### config.mk
export PLATFORM = sky130hd
export DESIGN_NAME = ps2_host_tx
export DESIGN_NICKNAME = d
export VERILOG_FILES = /design/src/rtl/ps2_host_tx.sv
export SDC_FILE = /design/constraint.sdc
export NUM_CORES = 1
export LEC_CHECK = 0
export CAP_MARGIN = 0
export CORE_AREA = 3 3 71 79
export DETAILED_ROUTE_END_ITERATION = 8
export DIE_AREA = 0 0 74 82
export PLACE_DENSITY = 0.8
export SYNTH_ARGS = -nofsm -noshare
export SYNTH_HDL_FRONTEND = slang
export SYNTH_SLANG_ARGS = --single-unit
### constraint.sdc
create_clock -name CLOCK_50 -period 2.31 [get_ports CLOCK_50]
set_input_delay 0.462 -clock CLOCK_50 [delete_from_list [all_inputs] [get_ports CLOCK_50]]
set_output_delay 0.462 -clock CLOCK_50 [all_outputs]
set_load 0.03 [all_outputs]
### src/rtl/ps2_host_tx.sv
// ps2_host_tx -- host-to-device PS/2 transmitter.
//
// This block sends one command byte to a PS/2 device, for example 0xED
// (set LEDs), 0xF4 (enable) or 0xFF (reset). It shares the PS2_CLK and
// PS2_DAT pins with the keyboard receiver. Both pins are open-drain: the
// top level pulls a pin low while its *_oe output is high and otherwise
// leaves it at 1'bz.
//
// Frame sequence:
//   1. The host holds the clock low (inhibit).
//   2. On the last inhibit cycle the host also pulls data low (start bit).
//   3. The host releases the clock and waits for device clock edges.
//   4. On each falling edge of the device clock the host presents the next
//      bit: data[0..7], then odd parity, then the stop bit (line released).
//   5. On the 11th falling edge the host samples the device's ACK.
//
// Ports:
//   CLOCK_50    in   system clock (50 MHz)
//   reset_n     in   asynchronous active-low reset
//   tx_data     in   [7:0] command byte, latched on accept
//   tx_valid    in   request to send tx_data
//   tx_ready    out  high when a new byte can be accepted
//   ps2_clk_in  in   raw PS2_CLK pin level (asynchronous)
//   ps2_dat_in  in   raw PS2_DAT pin level (asynchronous)
//   ps2_clk_oe  out  1 = pull PS2_CLK low
//   ps2_dat_oe  out  1 = pull PS2_DAT low
//   tx_done     out  one-cycle pulse when a frame completes
//   tx_ack      out  ACK result, qualified by tx_done (1 = acknowledged)
//   tx_error    out  one-cycle pulse when a timeout aborts the frame
`timescale 1ns/1ps
module ps2_host_tx #(
  parameter int unsigned INHIBIT_CYCLES     = 6000,
  parameter int unsigned FIRST_EDGE_TIMEOUT = 750000,
  parameter int unsigned BIT_TIMEOUT        = 100000
) (
  input  logic       CLOCK_50,
  input  logic       reset_n,
  input  logic [7:0] tx_data,
  input  logic       tx_valid,
  output logic       tx_ready,
  input  logic       ps2_clk_in,
  input  logic       ps2_dat_in,
  output logic       ps2_clk_oe,
  output logic       ps2_dat_oe,
  output logic       tx_done,
  output logic       tx_ack,
  output logic       tx_error
);

  localparam int CW = 20;

  // Terminal counts. The counter starts at 0, so a window of N cycles ends
  // when the counter equals N-1.
  localparam logic [CW-1:0] INH_LAST = CW'(INHIBIT_CYCLES - 1);
  localparam logic [CW-1:0] INH_PRE  = CW'(INHIBIT_CYCLES - 2);
  localparam logic [CW-1:0] REQ_LAST = CW'(FIRST_EDGE_TIMEOUT - 1);
  localparam logic [CW-1:0] BIT_LAST = CW'(BIT_TIMEOUT - 1);

  // With a single-cycle inhibit, the start bit must be set up together with
  // the clock inhibit.
  localparam bit INH_ONE = (INHIBIT_CYCLES == 1);

  typedef enum logic [2:0] {
    S_IDLE,
    S_INHIBIT,
    S_REQ,
    S_XFER,
    S_FINISH,
    S_ABORT
  } state_t;

  // ---------------------------------------------------------------------
  // Pin synchronisers and falling-edge detector
  // ---------------------------------------------------------------------
  // The synchronisers reset to 1 because idle PS/2 lines are pulled high.
  // This avoids a false edge immediately after reset.
  logic clk_meta_q, clk_sync_q, clk_prev_q;
  logic dat_meta_q, dat_sync_q;
  logic fall;

  always_ff @(posedge CLOCK_50 or negedge reset_n) begin
    if (!reset_n) begin
      clk_meta_q <= 1'b1;
      clk_sync_q <= 1'b1;
      clk_prev_q <= 1'b1;
      dat_meta_q <= 1'b1;
      dat_sync_q <= 1'b1;
    end else begin
      clk_meta_q <= ps2_clk_in;
      clk_sync_q <= clk_meta_q;
      clk_prev_q <= clk_sync_q;
      dat_meta_q <= ps2_dat_in;
      dat_sync_q <= dat_meta_q;
    end
  end

  assign fall = clk_prev_q & ~clk_sync_q;

  // ---------------------------------------------------------------------
  // Frame state machine
  // ---------------------------------------------------------------------
  state_t          state_q, state_d;
  logic [CW-1:0]   cnt_q, cnt_d;
  logic [3:0]      idx_q, idx_d;
  logic [7:0]      data_q, data_d;
  logic            par_q, par_d;
  logic            clk_oe_q, clk_oe_d;
  logic            dat_oe_q, dat_oe_d;
  logic            ready_q, ready_d;
  logic            done_q, done_d;
  logic            ack_q, ack_d;
  logic            err_q, err_d;

  always_ff @(posedge CLOCK_50 or negedge reset_n) begin
    if (!reset_n) begin
      state_q  <= S_IDLE;
      cnt_q    <= '0;
      idx_q    <= '0;
      data_q   <= '0;
      par_q    <= 1'b0;
      clk_oe_q <= 1'b0;
      dat_oe_q <= 1'b0;
      ready_q  <= 1'b1;
      done_q   <= 1'b0;
      ack_q    <= 1'b0;
      err_q    <= 1'b0;
    end else begin
      state_q  <= state_d;
      cnt_q    <= cnt_d;
      idx_q    <= idx_d;
      data_q   <= data_d;
      par_q    <= par_d;
      clk_oe_q <= clk_oe_d;
      dat_oe_q <= dat_oe_d;
      ready_q  <= ready_d;
      done_q   <= done_d;
      ack_q    <= ack_d;
      err_q    <= err_d;
    end
  end

  // The pin enables are computed from the next state, so each registered
  // output already shows its new value during the first cycle of that state.
  always_comb begin
    state_d  = state_q;
    cnt_d    = cnt_q;
    idx_d    = idx_q;
    data_d   = data_q;
    par_d    = par_q;
    clk_oe_d = clk_oe_q;
    dat_oe_d = dat_oe_q;
    ack_d    = ack_q;
    done_d   = 1'b0;
    err_d    = 1'b0;

    case (state_q)
      S_IDLE: begin
        clk_oe_d = 1'b0;
        dat_oe_d = 1'b0;
        if (tx_valid && ready_q) begin
          data_d   = tx_data;
          // Odd parity: the parity bit is 1 when the byte has an even
          // number of 1s.
          par_d    = ~^tx_data;
          cnt_d    = '0;
          idx_d    = '0;
          clk_oe_d = 1'b1;
          dat_oe_d = INH_ONE;
          state_d  = S_INHIBIT;
        end
      end

      // The host owns the clock line here, so device edges are ignored.
      S_INHIBIT: begin
        clk_oe_d = 1'b1;
        cnt_d    = cnt_q + 1'b1;
        if (cnt_q == INH_PRE) begin
          dat_oe_d = 1'b1;
        end
        if (cnt_q == INH_LAST) begin
          clk_oe_d = 1'b0;
          dat_oe_d = 1'b1;
          cnt_d    = '0;
          state_d  = S_REQ;
        end
      end

      // The start bit stays on the data line until the device's first
      // falling clock edge.
      S_REQ: begin
        clk_oe_d = 1'b0;
        if (fall) begin
          dat_oe_d = ~data_q[0];
          idx_d    = 4'd1;
          cnt_d    = '0;
          state_d  = S_XFER;
        end else if (cnt_q == REQ_LAST) begin
          dat_oe_d = 1'b0;
          err_d    = 1'b1;
          cnt_d    = '0;
          state_d  = S_ABORT;
        end else begin
          cnt_d = cnt_q + 1'b1;
        end
      end

      // A falling edge takes priority over a timeout in the same cycle.
      S_XFER: begin
        if (fall) begin
          cnt_d = '0;
          idx_d = idx_q + 1'b1;
          if (idx_q <= 4'd7) begin
            dat_oe_d = ~data_q[idx_q[2:0]];
          end else if (idx_q == 4'd8) begin
            dat_oe_d = ~par_q;
          end else if (idx_q == 4'd9) begin
            dat_oe_d = 1'b0;          // stop bit: release data
          end else begin
            ack_d    = ~dat_sync_q;   // device pulls data low to ACK
            dat_oe_d = 1'b0;
            state_d  = S_FINISH;
          end
        end else if (cnt_q == BIT_LAST) begin
          clk_oe_d = 1'b0;
          dat_oe_d = 1'b0;
          err_d    = 1'b1;
          cnt_d    = '0;
          state_d  = S_ABORT;
        end else begin
          cnt_d = cnt_q + 1'b1;
        end
      end

      // Wait for the device to release both lines. A device that never
      // releases them still completes the frame with the ACK already
      // sampled; it does not count as an error.
      S_FINISH: begin
        clk_oe_d = 1'b0;
        dat_oe_d = 1'b0;
        if (clk_sync_q && dat_sync_q) begin
          done_d  = 1'b1;
          cnt_d   = '0;
          state_d = S_IDLE;
        end else if (cnt_q == BIT_LAST) begin
          done_d  = 1'b1;
          cnt_d   = '0;
          state_d = S_IDLE;
        end else begin
          cnt_d = cnt_q + 1'b1;
        end
      end

      S_ABORT: begin
        clk_oe_d = 1'b0;
        dat_oe_d = 1'b0;
        cnt_d    = '0;
        state_d  = S_IDLE;
      end

      default: begin
        clk_oe_d = 1'b0;
        dat_oe_d = 1'b0;
        cnt_d    = '0;
        state_d  = S_IDLE;
      end
    endcase

    ready_d = (state_d == S_IDLE);
  end

  assign tx_ready   = ready_q;
  assign ps2_clk_oe = clk_oe_q;
  assign ps2_dat_oe = dat_oe_q;
  assign tx_done    = done_q;
  assign tx_ack     = ack_q;
  assign tx_error   = err_q;

endmodule

==> metrics list <==
- Die area: 6070 um^2
* Layout net count: 353
* Number of cells traversed by the worst register-to-register path: 7
* Drt first-iter violations: 193
- Final period utilization: 0.953
* Die span in x: 74 um
- 0 antenna diodes ended up in the layout.
- Clock-pin slew was measured on the worst setup and hold paths at 0.10 ns.
- HPWL after detailed placement: 4600 um
- The share of synthesized area in the top cell type comes to 0.363.
- Number of placement rows: 27
* Power Dens Cells: 469 nW/um^2
- Static timing analysis puts the maximum clock frequency at 454 MHz.
- Maximum resistive drop on vdd: 0.404 mV
* Insertion delay to the later sink of the worst-skew pair: 0.31 ns
- Post-route DRC violation count: 0
- Worst setup slack after placement: -0.00319 ns
- CTS tree: yes
* Largest fanout of any net on the critical path: 15
- Fraction of layout cells with a size suffix above 1: 0.205
* Post-synth design cell area: 2830 um^2
- Final slew viol count: 0
- Critical path class: flop to flop
- Reg-to-reg critical path endpoint: cnt_q[14]$_DFFE_PN0N_
- Post-synthesis cell count: 303
- Area growth from synthesis to layout: 15.8%
- Core occupancy in the finished layout: 0.659
- Headroom to the max-slew limit: 0.610
- Synthesis produced a netlist with a net count of 321.
- Average routed wire per standard cell: 15.9 um
- The synthesized design contains 0 enable-type register cells.
- After detailed routing, the number of vias per cell comes to 5.96.
* Crit path required time: 2.49 ns
- Inserted Clock Buffers: 5
- Sink Count: 47
- Post-synthesis sequential area ratio: 0.419
- Yosys instantiated no cell more often than nand2_1.
- Maximum buffer depth of the clock tree: 2
- Slew at the pin closest to its max-slew limit: 0.585 ns
* Endpoint kind of the worst setup timing path: flop
- Finish-stage setup viols: 0
- Length of the first detailed-routing pass in iterations: 5
- After layout, the worst setup slack is 0.109 ns.
- The H-tree was split into 2 levels.
- Final setup skew: 0.0115 ns
- The initial antenna violation count is 0.
* Setup repair after global routing missed its margin: no
- The hold violation total from the final report is 0.
- Pin placement for this block handled 19 I/O pins.
- Crit-path cells: or4b_1 > nor3_1 > and4_1 > o2bb2ai_4 > nor2_2 > buf_4 > o211ai_1
- For this run, the total global-route usage over all layers was measured as 0.225.
* Initial core utilization: 0.569
- Buffers placed on the I/O ports in this run total 18.
* Yosys top cell by area: dfrtp_1
- Top post-synthesis cells by area: dfrtp_1 (36%), nand2_1 (6.8%), dfstp_2 (5.6%)
- Worst reg2reg startpoint: cnt_q[11]$_DFFE_PN0N_
- The number of global-route vias before repair is 2392.
- A synthesized cell averages 9.33 um^2.
- Final weighted congestion in routability-driven placement: 0.904
- In this run the static leakage power is 1.42 nW.
* DR vias: 2349
* Top post-synthesis cells by count: nand2_1 (51), dfrtp_1 (41), nor2_1 (29)
- Sort of element at the start of the critical path: flop
* Core footprint: 4970 um^2
* CTS Root Cell: clkbuf_8
- From bottom edge to top edge, the die measures 82 um.
* MaxCap Viol Count: 0
- The worst hold path belongs to the class primary input to asynchronous set/reset pin.
* Maximum number of pins on one net before global-route repair: 48
* Post-synth cell types: 61
- For this design, the CTS-stage hold fixing added 0 buffers.
- The count of nets left with antenna violations once routing finished came out at 0.
- Result of the run: finished clean
* Primary FF master, synth: dfrtp_1
- Min cycle time layout: 2.20 ns
- Synth warn: 0
- Total detailed-routing wirelength: 6280 um
* R2r setup slk: 0.11 ns
- Arrival time at the worst endpoint: 2.38 ns
* Slowest cell on crit path: or4b_1
- Summed over all layers, the global routing overflow is 0.
- After synthesis the netlist holds a flip-flop and latch count of 47.
- The first global-routing pass estimated 10700 um of wire.
* Async set-or-reset flop fraction in the synthesized netlist: 1.00
- Biggest cell delay along the critical path: 0.52 ns
registers in the layout (all words and copies together), names as in the netlist:
signal	flops
clk_meta_q	1
clk_prev_q	1
clk_sync_q	1
cnt_q	20
dat_meta_q	1
dat_sync_q	1
data_q	8
idx_q	4
par_q	1
ps2_clk_oe	1
ps2_dat_oe	1
state_q	3
tx_ack	1
tx_done	1
tx_error	1
tx_ready	1
placed cells by master, fill, tap and decap left out, drive strengths merged, types with 6 or more instances in the layout:
cell / instances
nor3: 9
nand3: 11
a21oi: 9
and3: 6
o211ai: 6
inv: 11
nor2: 29
and2: 7
buf: 23
xnor2: 7
clkdlybuf4s50: 17
dfstp: 6
o21ai: 16
o22ai: 10
dfrtp: 41
nand2: 51
mux2: 9
per-stage QoR:
stage          setup TNS (ns)  hold slack, ns  power, mW  cell area [um^2]  cells
2_1_floorplan               0           0.166      0.873              2830    303
5_1_grt                     0           0.274       1.58              3270    394
3_5_place_dp         -0.00319           0.349      0.918              3130    385
3_3_place_gp                0           0.347      0.915              3130    385
4_1_cts                     0           0.253       1.56              3260    394
6_report                    0           0.224       1.53              3270    394
metal layers:
metal / global-route usage / vias up / part of all wire
li1: - / 1139 / -
met4: 0.0851 / 0 / 0.023
met1: 0.262 / 1118 / 0.40
met5: 0 / - / 0
met3: 0.0404 / 19 / 0.039
met2: 0.405 / 73 / 0.53
worst max-delay path, delay by kind of cell, from the launching register on:
family / cells / cell delay [ns]
simple gates: 4 / 1.27
flops: 1 / 0.39
compound gates: 2 / 0.26
buf+inv: 1 / 0.16
layout make-up:
cell class / instances / area (um^2)
inverters: 10 / 37.5
well taps: 58 / 72.6
clock inverters: 3 / 47.5
repair buffers: 40 / 340
flip-flops and latches: 47 / 1180
clock buffers: 5 / 68.8
fillers: 398 / 1690
multi-input cells: 231 / 1520
kinds of logic (layout without fill, tap and decap cells):
logic type | after synthesis | in the layout | synth area share
AOI/OAI and AO/OA | 59 | 59 | 0.156
xor gates and xnor gates | 8 | 8 | 0.0248
adders and majority gates | 5 | 5 | 0.0221
buffers and inverters | 25 | 58 | 0.0553
DFF | 47 | 47 | 0.419
muxes | 12 | 12 | 0.0553
and+or+nand+nor | 147 | 147 | 0.268
worst max path at each step:
stage,startpoint,to,slack (ns)
after floorplan,cnt_q[14]$_DFFE_PN0N_,cnt_q[12]$_DFFE_PN0N_,0.17
after global placement,cnt_q[14]$_DFFE_PN0N_,cnt_q[17]$_DFFE_PN0N_,0.11
after detailed placement,cnt_q[14]$_DFFE_PN0N_,cnt_q[9]$_DFFE_PN0N_,-0.003
after CTS,cnt_q[14]$_DFFE_PN0N_,cnt_q[9]$_DFFE_PN0N_,0.001
after global routing,cnt_q[15]$_DFFE_PN0N_,cnt_q[10]$_DFFE_PN0N_,0.005
final,cnt_q[11]$_DFFE_PN0N_,cnt_q[14]$_DFFE_PN0N_,0.11
power by group:
| group | switching [mW] | internal (mW) |
|---|---|---|
| logic | 0.0334 | 0.0343 |
| registers | 0.00289 | 0.830 |
| clock network | 0.306 | 0.328 |
what timing repair did:
item / 4_1_cts / 5_1_grt
pin swaps: 1 / 1
cloned: 0 / 0
setup buffers: 1 / 0
setup endpoints to repair: 2 / 15
resized for setup: 1 / 3
(Power assumes the default switching activity.)
